--- src/rtl/masku_cmp_sequencer_pkg.sv ---
// Shared types and helpers for the mask-unit compare result sequencer.
// Optional counters in the top are enabled by MASKU_CMP_SEQ_PERF_EN.
package masku_cmp_sequencer_pkg;

    localparam int unsigned ELEN  = 64;
    localparam int unsigned ELENB = ELEN / 8;

    typedef enum logic [1:0] {
        EW8  = 2'd0,
        EW16 = 2'd1,
        EW32 = 2'd2,
        EW64 = 2'd3
    } vew_e;

    typedef enum logic [1:0] {
        IDLE,
        ACCUM,
        COMMIT
    } masku_seq_state_e;

    function automatic int unsigned idx_width(int unsigned n);
        return (n > 1) ? $clog2(n) : 1;
    endfunction

    // One mask bit per element; each lane delivers ELENB elements at EW8.
    function automatic int unsigned masku_elems_per_beat(
        int unsigned nr_lanes,
        vew_e        eew
    );
        return (nr_lanes * ELENB) >> eew;
    endfunction

endpackage

--- src/rtl/masku_cmp_sequencer_if.sv ---
// Handshake bundle between masku issue/lanes/writeback and the sequencer.
// slave = sequencer side, master = surrounding logic.
interface masku_cmp_sequencer_if #(
    parameter int unsigned NrLanes = 4,
    parameter int unsigned VlWidth = 16
) ();
    import masku_cmp_sequencer_pkg::*;

    localparam int unsigned PntWidth = idx_width(NrLanes * ELEN) + 1;

    logic                start_valid_i;
    logic                start_ready_o;
    logic [VlWidth-1:0]  start_vl_i;
    vew_e                start_eew_i;
    logic [NrLanes-1:0]  alu_valid_i;
    logic [NrLanes-1:0]  alu_ready_o;
    logic [PntWidth-1:0] vrf_pnt_o;
    logic                commit_valid_o;
    logic                commit_ready_i;
    logic                commit_last_o;
    logic                busy_o;
    logic                done_o;

    modport slave (
        input  start_valid_i, start_vl_i, start_eew_i,
        input  alu_valid_i, commit_ready_i,
        output start_ready_o, alu_ready_o, vrf_pnt_o,
        output commit_valid_o, commit_last_o, busy_o, done_o
    );

    modport master (
        output start_valid_i, start_vl_i, start_eew_i,
        output alu_valid_i, commit_ready_i,
        input  start_ready_o, alu_ready_o, vrf_pnt_o,
        input  commit_valid_o, commit_last_o, busy_o, done_o
    );

endinterface

--- src/rtl/masku_cmp_sequencer.sv ---
// Compare-result compression sequencer: owns vrf_pnt and mask-word commits.
// MASKU_CMP_SEQ_PERF_EN adds saturating stall/backpressure counters.
module masku_cmp_sequencer
    import masku_cmp_sequencer_pkg::*;
#(
    parameter int unsigned NrLanes = 4,
    parameter int unsigned VlWidth = 16
) (
    input  logic clk_i,
    input  logic rst_ni,
    masku_cmp_sequencer_if.slave seq
`ifdef MASKU_CMP_SEQ_PERF_EN
    ,
    output logic [31:0] stall_cnt_o,
    output logic [31:0] bp_cnt_o
`endif
);

    localparam int unsigned DataWidth = NrLanes * ELEN;
    localparam int unsigned PntWidth  = idx_width(DataWidth) + 1;
    localparam int unsigned SumWidth  = PntWidth + 1;
    localparam int unsigned CmpWidth  =
        (VlWidth > SumWidth) ? VlWidth : SumWidth;

    masku_seq_state_e     state_q, state_d;
    logic [PntWidth-1:0]  pnt_q, pnt_d;
    logic [VlWidth-1:0]   rem_q, rem_d;
    vew_e                 eew_q, eew_d;
    logic                 cval_q, cval_d;
    logic                 clast_q, clast_d;
    logic                 done_q, done_d;

    logic                 all_valid;
    logic                 commit_hs;
    logic [CmpWidth-1:0]  epb_w, rem_w, n_w;
    logic [SumWidth-1:0]  sum;
    logic [VlWidth-1:0]   rem_next;

    assign all_valid = &seq.alu_valid_i;
    assign epb_w     = CmpWidth'(masku_elems_per_beat(NrLanes, eew_q));
    assign rem_w     = CmpWidth'(rem_q);
    assign n_w       = (rem_w < epb_w) ? rem_w : epb_w;
    assign sum       = SumWidth'(pnt_q) + SumWidth'(n_w);
    assign rem_next  = rem_q - VlWidth'(n_w);

    always_comb begin
        state_d   = state_q;
        pnt_d     = pnt_q;
        rem_d     = rem_q;
        eew_d     = eew_q;
        cval_d    = cval_q;
        clast_d   = clast_q;
        done_d    = 1'b0;
        commit_hs = 1'b0;
        unique case (state_q)
            IDLE: begin
                if (seq.start_valid_i) begin
                    eew_d = seq.start_eew_i;
                    rem_d = seq.start_vl_i;
                    pnt_d = '0;
                    if (seq.start_vl_i == '0) begin
                        done_d = 1'b1;
                    end else begin
                        state_d = ACCUM;
                    end
                end
            end
            ACCUM: begin
                if (all_valid) begin
                    rem_d = rem_next;
                    if (sum == SumWidth'(DataWidth) || rem_next == '0) begin
                        pnt_d   = '0;
                        cval_d  = 1'b1;
                        clast_d = (rem_next == '0);
                        state_d = COMMIT;
                    end else begin
                        pnt_d = PntWidth'(sum);
                    end
                end
            end
            COMMIT: begin
                if (cval_q && seq.commit_ready_i) begin
                    commit_hs = 1'b1;
                    cval_d    = 1'b0;
                    clast_d   = 1'b0;
                    state_d   = clast_q ? IDLE : ACCUM;
                end
            end
            default: state_d = IDLE;
        endcase
    end

    always_ff @(posedge clk_i or negedge rst_ni) begin
        if (!rst_ni) begin
            state_q <= IDLE;
            pnt_q   <= '0;
            rem_q   <= '0;
            eew_q   <= EW8;
            cval_q  <= 1'b0;
            clast_q <= 1'b0;
            done_q  <= 1'b0;
        end else begin
            state_q <= state_d;
            pnt_q   <= pnt_d;
            rem_q   <= rem_d;
            eew_q   <= eew_d;
            cval_q  <= cval_d;
            clast_q <= clast_d;
            done_q  <= done_d;
        end
    end

    assign seq.start_ready_o  = (state_q == IDLE);
    assign seq.alu_ready_o    =
        {NrLanes{all_valid && (state_q == ACCUM)}};
    assign seq.vrf_pnt_o      = pnt_q;
    assign seq.commit_valid_o = cval_q;
    assign seq.commit_last_o  = clast_q;
    assign seq.busy_o         = (state_q != IDLE);
    // vl==0 completes from a register; the last commit completes on handshake.
    assign seq.done_o         = done_q | (commit_hs & clast_q);

`ifdef MASKU_CMP_SEQ_PERF_EN
    logic        start_acc;
    logic [31:0] stall_q, bp_q;

    assign start_acc = (state_q == IDLE) && seq.start_valid_i;

    always_ff @(posedge clk_i or negedge rst_ni) begin
        if (!rst_ni) begin
            stall_q <= '0;
            bp_q    <= '0;
        end else if (start_acc) begin
            stall_q <= '0;
            bp_q    <= '0;
        end else begin
            if (state_q == ACCUM && !all_valid && stall_q != '1) begin
                stall_q <= stall_q + 32'd1;
            end
            if (state_q == COMMIT && !seq.commit_ready_i && bp_q != '1) begin
                bp_q <= bp_q + 32'd1;
            end
        end
    end

    assign stall_cnt_o = stall_q;
    assign bp_cnt_o    = bp_q;
`endif

endmodule

--- src/flat_wrapper.sv ---
// flat-port wrapper written by rule: the top's interface ports become plain ports
module masku_cmp_sequencer_flat import masku_cmp_sequencer_pkg::*;
#(
    parameter int unsigned NrLanes = 4,
    parameter int unsigned VlWidth = 16
)
  (clk_i, rst_ni, seq_start_valid_i, seq_start_vl_i, seq_start_eew_i, seq_alu_valid_i, seq_commit_ready_i, seq_start_ready_o, seq_alu_ready_o, seq_vrf_pnt_o, seq_commit_valid_o, seq_commit_last_o, seq_busy_o, seq_done_o);
  masku_cmp_sequencer_if #(.NrLanes(NrLanes), .VlWidth(VlWidth)) seq_i ();
  input  logic clk_i;
  input  logic rst_ni;
  input wire logic [$bits(seq_i.start_valid_i)-1:0] seq_start_valid_i;
  input wire logic [$bits(seq_i.start_vl_i)-1:0] seq_start_vl_i;
  input wire logic [$bits(seq_i.start_eew_i)-1:0] seq_start_eew_i;
  input wire logic [$bits(seq_i.alu_valid_i)-1:0] seq_alu_valid_i;
  input wire logic [$bits(seq_i.commit_ready_i)-1:0] seq_commit_ready_i;
  output wire logic [$bits(seq_i.start_ready_o)-1:0] seq_start_ready_o;
  output wire logic [$bits(seq_i.alu_ready_o)-1:0] seq_alu_ready_o;
  output wire logic [$bits(seq_i.vrf_pnt_o)-1:0] seq_vrf_pnt_o;
  output wire logic [$bits(seq_i.commit_valid_o)-1:0] seq_commit_valid_o;
  output wire logic [$bits(seq_i.commit_last_o)-1:0] seq_commit_last_o;
  output wire logic [$bits(seq_i.busy_o)-1:0] seq_busy_o;
  output wire logic [$bits(seq_i.done_o)-1:0] seq_done_o;
  assign seq_i.start_valid_i = seq_start_valid_i;
  assign seq_i.start_vl_i = seq_start_vl_i;
  assign seq_i.start_eew_i = seq_start_eew_i;
  assign seq_i.alu_valid_i = seq_alu_valid_i;
  assign seq_i.commit_ready_i = seq_commit_ready_i;
  assign seq_start_ready_o = seq_i.start_ready_o;
  assign seq_alu_ready_o = seq_i.alu_ready_o;
  assign seq_vrf_pnt_o = seq_i.vrf_pnt_o;
  assign seq_commit_valid_o = seq_i.commit_valid_o;
  assign seq_commit_last_o = seq_i.commit_last_o;
  assign seq_busy_o = seq_i.busy_o;
  assign seq_done_o = seq_i.done_o;
  masku_cmp_sequencer #(.NrLanes(NrLanes), .VlWidth(VlWidth)) u_core (.clk_i(clk_i), .rst_ni(rst_ni), .seq(seq_i));
endmodule
--- config.mk ---
export PLATFORM = sky130hd
export DESIGN_NAME = masku_cmp_sequencer_flat
export DESIGN_NICKNAME = d
export VERILOG_FILES = /design/src/rtl/masku_cmp_sequencer_pkg.sv /design/src/rtl/masku_cmp_sequencer_if.sv /design/src/rtl/masku_cmp_sequencer.sv /design/src/flat_wrapper.sv
export SDC_FILE = /design/constraint.sdc
export NUM_CORES = 1
export LEC_CHECK = 0
export ABC_AREA = 1
export CAP_MARGIN = 20
export CORE_AREA = 4 4 88 74
export DETAILED_ROUTE_END_ITERATION = 12
export DIE_AREA = 0 0 92 78
export PLACE_DENSITY = 0.73
export SLEW_MARGIN = 10
export SYNTH_ARGS = -nofsm -noshare
export SYNTH_HDL_FRONTEND = slang
export SYNTH_SLANG_ARGS = --single-unit
--- constraint.sdc ---
create_clock -name clk_i -period 7.24 [get_ports clk_i]
set_input_delay 2.172 -clock clk_i [delete_from_list [all_inputs] [get_ports clk_i]]
set_output_delay 2.172 -clock clk_i [all_outputs]
set_load 0.1 [all_outputs]
-- Word-level counts from Yosys, hierarchy flattened
Index checks and enable logic that the tools add are counted.
W data, S select, Z words.
- add/sub/neg operators: 2
- shift operators: 1
- $lt $le $gt $ge: 1
- div/mod/pow operators: 0
- reductions and logical operators: 14
- bitwise logic cells: 2
- $mul: 0
- equal/unequal tests: 8
- mux-type cells: 27
- operators by type and width (operator ; count):
    $mux W16 ; 3
    $logic_not A16 Y1 ; 2
    $pmux W16 S2 ; 1
    $mux W9 ; 3
    $pmux W9 S2 ; 1
    $lt A16 B16 Y1 ; 1
    $shr A6 B2 Y16 const A ; 1
    $sub A16 B16 Y16 ; 1
    $mux W1 ; 11
    $add A9 B10 Y10 ; 1
    $eq A10 B9 Y1 const B ; 1
    $mux W2 ; 5
    $reduce_and A4 Y1 ; 2
    $ne A2 B1 Y1 const B ; 3
    $pmux W2 S3 ; 1
    $reduce_bool A2 Y1 ; 3
    $reduce_and A5 Y1 ; 1
    $ne A2 B2 Y1 const B ; 2
    $pmux W1 S2 ; 2
    $reduce_and A3 Y1 ; 1
    $eq A2 B1 Y1 const B ; 1
    $eq A2 B2 Y1 const B ; 1
    $logic_and A1 B1 Y1 ; 2
    $logic_not A2 Y1 ; 1
    other kinds (4) ; 4
- output and inout bits: 18
- register bits: 32
- bits in latches: 0
- memories kept: 0
- logic and storage cells: 62
- bits of input ports: 26
- ROM bits: 0
- RAM bits: 0

-- Logic depth before layout (Yosys ltp)
- depth after elaboration: 9
- gate-level depth with buffers: 28
- mapped depth without buffers: 27

-- Worst setup path before layout
OpenSTA, ideal clock, no wires.
- path kind: input -> output
- start: in seq_alu_valid_i[2]
- end: out seq_alu_ready_o[1]
- buffers on the path: 1
- arrival time: 3.768 ns
- stages on the path: 3
- path slack: 1.300 ns
- required time: 5.068 ns
- cell sequence: nand4_1 > nor2_2 > buf_4
- longest elaborated chain between the ends: 2
- RTL lines (element ; RTL line ; RTL):
    from (decl) ; flat_wrapper.sv:14 ; input wire logic [$bits(seq_i.alu_valid_i)-1:0] seq_alu_valid_i;
    $reduce_and A4 Y1 ; masku_cmp_sequencer.sv:39 ; assign all_valid = &seq.alu_valid_i;
    $logic_and A1 B1 Y1 ; masku_cmp_sequencer.sv:115 ; {NrLanes{all_valid && (state_q == ACCUM)}};
    to (decl) ; flat_wrapper.sv:17 ; output wire logic [$bits(seq_i.alu_ready_o)-1:0] seq_alu_ready_o;
No other way between the ends.

-- Final worst setup path
- start: in seq_alu_valid_i[2]
- end: out seq_alu_ready_o[0]
The elaborated chain is that of the path after synthesis.

==> results.cfg <==
[yosys]
synthSimpleGateAreaFrac = 0.3494
synth_top_family_by_area = simple AND/OR/NAND/NOR gates
ys_top_cells_by_area = dfrtp_1 29%, nand2_1 12%, nand3_1 8.4%
synth_seq_cells = 32
syn_area_per_cell_um2 = 6.788
yosysUniqueCellTypes = 34
synth_xor_area_frac = 0.04172
synth_compound_area_frac = 0.1229
ys_seq_area_frac = 0.2934
yosysTopAreaCell = dfrtp_1
synth_area_um2 = 2729
syn_inst = 402
synth_top_area_frac = 0.2934
ys.flop_type = dfrtp_1
synthAdderAreaFrac = 0.08987
synth_edf_count = 0
synthArstFlopShare = 1.000
synthMuxAreaShare = 0
ys.warnings.count = 0

[clock_network]
ctsResizeCount = 0
cts_root_buffer = clkbuf_8
cts.sinks = 32
htreeDepth = 2
clk_pin_slew_ps = 70
clock_latency_ps = 290
max-clock-path-buffers = 2
numCtsBuffers = 5
ctsHoldBuffers = 0
post-cts-setup-buffers = 0
cts_tree = built

[timing]
hold_violations = 0
fin_crit_sh = 0.7915
slew-limit-headroom = 0.3407
worst_pin_slew_ps = 985.8
max_freq_mhz = 174.5
skew_ps = 11.68
rsz0062_at_grt = no
maxSlewViolCount = 0
period_minus_slack_ps = 5731
fin_setup_tns_ps = 0
setup_viol = 0

[drt]
met3WireLength_um = 529
viasPerCell = 5.226
remaining_drc_errors = 0
wl_per_cell_um = 13.49
vias = 2754
ant_nets = 0
firstDrtPassIters = 4
top_layer = met4
wl_met1_um = 3281
drt-total-wl_um = 7107
drt_iter0_drc = 131
wl_met2_um = 3195

[die]
die_h_um = 78
dieArea_um2 = 7176
num_io_pins = 44
die_x_um = 92
coreArea_um2 = 5693
start_util = 0.4793
rows = 25

[cells_and_area]
fin_cells = 527
regArea_um2 = 800.8
final_core_util = 0.5844
diodes = 0
area_growth_pct = 21.92
design_area_um2 = 3327
fin_nets = 490
fillerInstances = 564
drive_above_1_share = 0.06502
multi_input_area_um2 = 1663

[grt]
track_usage = 0.2075
grt_pass1_vias = 2713
antenna_found_initial = 0
grt_pass1_wl_um = 12140
overflow = 0
grt_max_degree = 35

[critical_path]
arrival_ps = 3560
max_stage_delay_ps = 460
cp_cell_sequence = clkdlybuf4s50_1 -> nand4_1 -> nor2_2 -> buf_4
cp_data_required_time_ps = 5070
cp_max_fo = 12
worstSetupPathType = in -> out
endpoint_kind = output port
worstSetupStartpointType = primary input
slowest_stage = clkdlybuf4s50_1

[run]
drv_cap = 0

[placement]
placed_area_um2 = 3204
dp_hpwl_um = 5523
io_buffers = 43
place_congestion = 0.9361
dp.cells = 517

[power]
ir_drop_mv = 0.2725
power_density_nw_per_um2 = 386.5
p_total_mw = 1.286
leakagePower_nw = 1.669

[run_status]
status = complete, no violations

[hold_path]
hold_class = reg -> reg
-- per-stage QoR --
step                      hold slack [ps]  worst slack (ps)
final                               554.0              1509
after global placement              544.4              1539
after floorplan                     518.4              1300
after global routing                581.5              1405
after detailed placement            544.5              1505
after CTS                           562.4              1501
-- state kept, by name, summed over array words and instances (netlist names) --
| name | count |
|---|---|
| u_core.seq.commit_last_o | 1 |
| u_core.done_q | 1 |
| u_core.rem_q | 16 |
| u_core.eew_q | 2 |
| u_core.state_q | 2 |
| u_core.seq.vrf_pnt_o | 9 |
| u_core.seq.commit_valid_o | 1 |
-- path summary, 6_finish.rpt --
kind                                                        end  slack [ps]                                 from  cells after the start
max in group asynchronous           u_core.rem_q[1]$_DFFE_PN0P_        4630                               rst_ni                      2
max                                          seq_alu_ready_o[0]        1510                   seq_alu_valid_i[2]                      4
min reg2reg                 u_core.seq.vrf_pnt_o[4]$_DFFE_PN0P_         550  u_core.seq.vrf_pnt_o[4]$_DFFE_PN0P_                      2
min in group asynchronous          u_core.rem_q[11]$_DFFE_PN0P_        2290                               rst_ni                      2
max reg2reg                u_core.seq.commit_last_o$_DFFE_PN0P_        3120          u_core.eew_q[1]$_DFFE_PN0P_                     24
min                         u_core.seq.vrf_pnt_o[4]$_DFFE_PN0P_         550  u_core.seq.vrf_pnt_o[4]$_DFFE_PN0P_                      2
-- cells in the mapped netlist (3+ instances only) --
cell type / count
a31oi_1: 4
or4_1: 3
nand4_1: 4
nand3_1: 46
dfrtp_1: 32
inv_1: 57
nor2_2: 4
nor2_1: 41
nor3_1: 7
nand3b_1: 3
xor2_1: 11
nand2_2: 4
nand2_4: 3
a21oi_1: 10
nand2_1: 86
o22ai_1: 5
o211ai_1: 9
clkbuf_1: 7
o21ai_0: 24
nor4_1: 3
buf_4: 3
ha_1: 18
-- report_power, final --
group	internal [mW]	switching, mW
clock	0.0760	0.0718
combinational	0.274	0.561
sequential	0.239	0.0644
total	0.589	0.697
-- logic make-up after synthesis --
logic type,count (synthesis)
compound gates,58
xor+xnor,13
fa+ha+maj,19
buf+inv,69
flops,32
other cells,2
simple gates,209
-- worst max-delay path: cells and delay by family --
| kind | cells | cell delay, ps |
|---|---|---|
| buffers and inverters | 2 | 840 |
| and+or+nand+nor | 2 | 540 |
-- layout make-up --
class,instances,area share
well taps,81,0.03046
clock inverters,2,0.003009
inverters,57,0.06431
repair buffers,46,0.1369
multi-input cells,303,0.4998
flip-flops and latches,32,0.2407
clock buffers,6,0.02482
-- cells in the final DEF (no fill, tap or decap), types with 2 or more instances in the layout --
master and count:
nor2_2 4, nand3b_1 3, a21oi_1 10, o21ai_1 2
conb_1 4, nand2_4 3, or2_1 2, or4_1 3
dfrtp_1 32, nor4_1 3, xor2_1 11, nand3_2 2
a31oi_1 4, o22ai_1 5, ha_1 18, nand2_2 4
o21ai_0 24, clkbuf_8 6, o211ai_1 9, clkdlybuf4s50_1 38
inv_1 57, nand3_1 46, nor2_1 41, xnor2_1 2
buf_4 6, nand4_1 4, nor3_1 7, clkinv_2 2
buf_8 2, nand2_1 86
-- per-layer routing --
metal / global-route usage / up-vias
li1: - / 1405
met3: 0.05329 / 16
met2: 0.3353 / 74
met5: 0 / -
met4: 0.05341 / 0
met1: 0.2767 / 1259
Power figures use the tool's default switching activity.
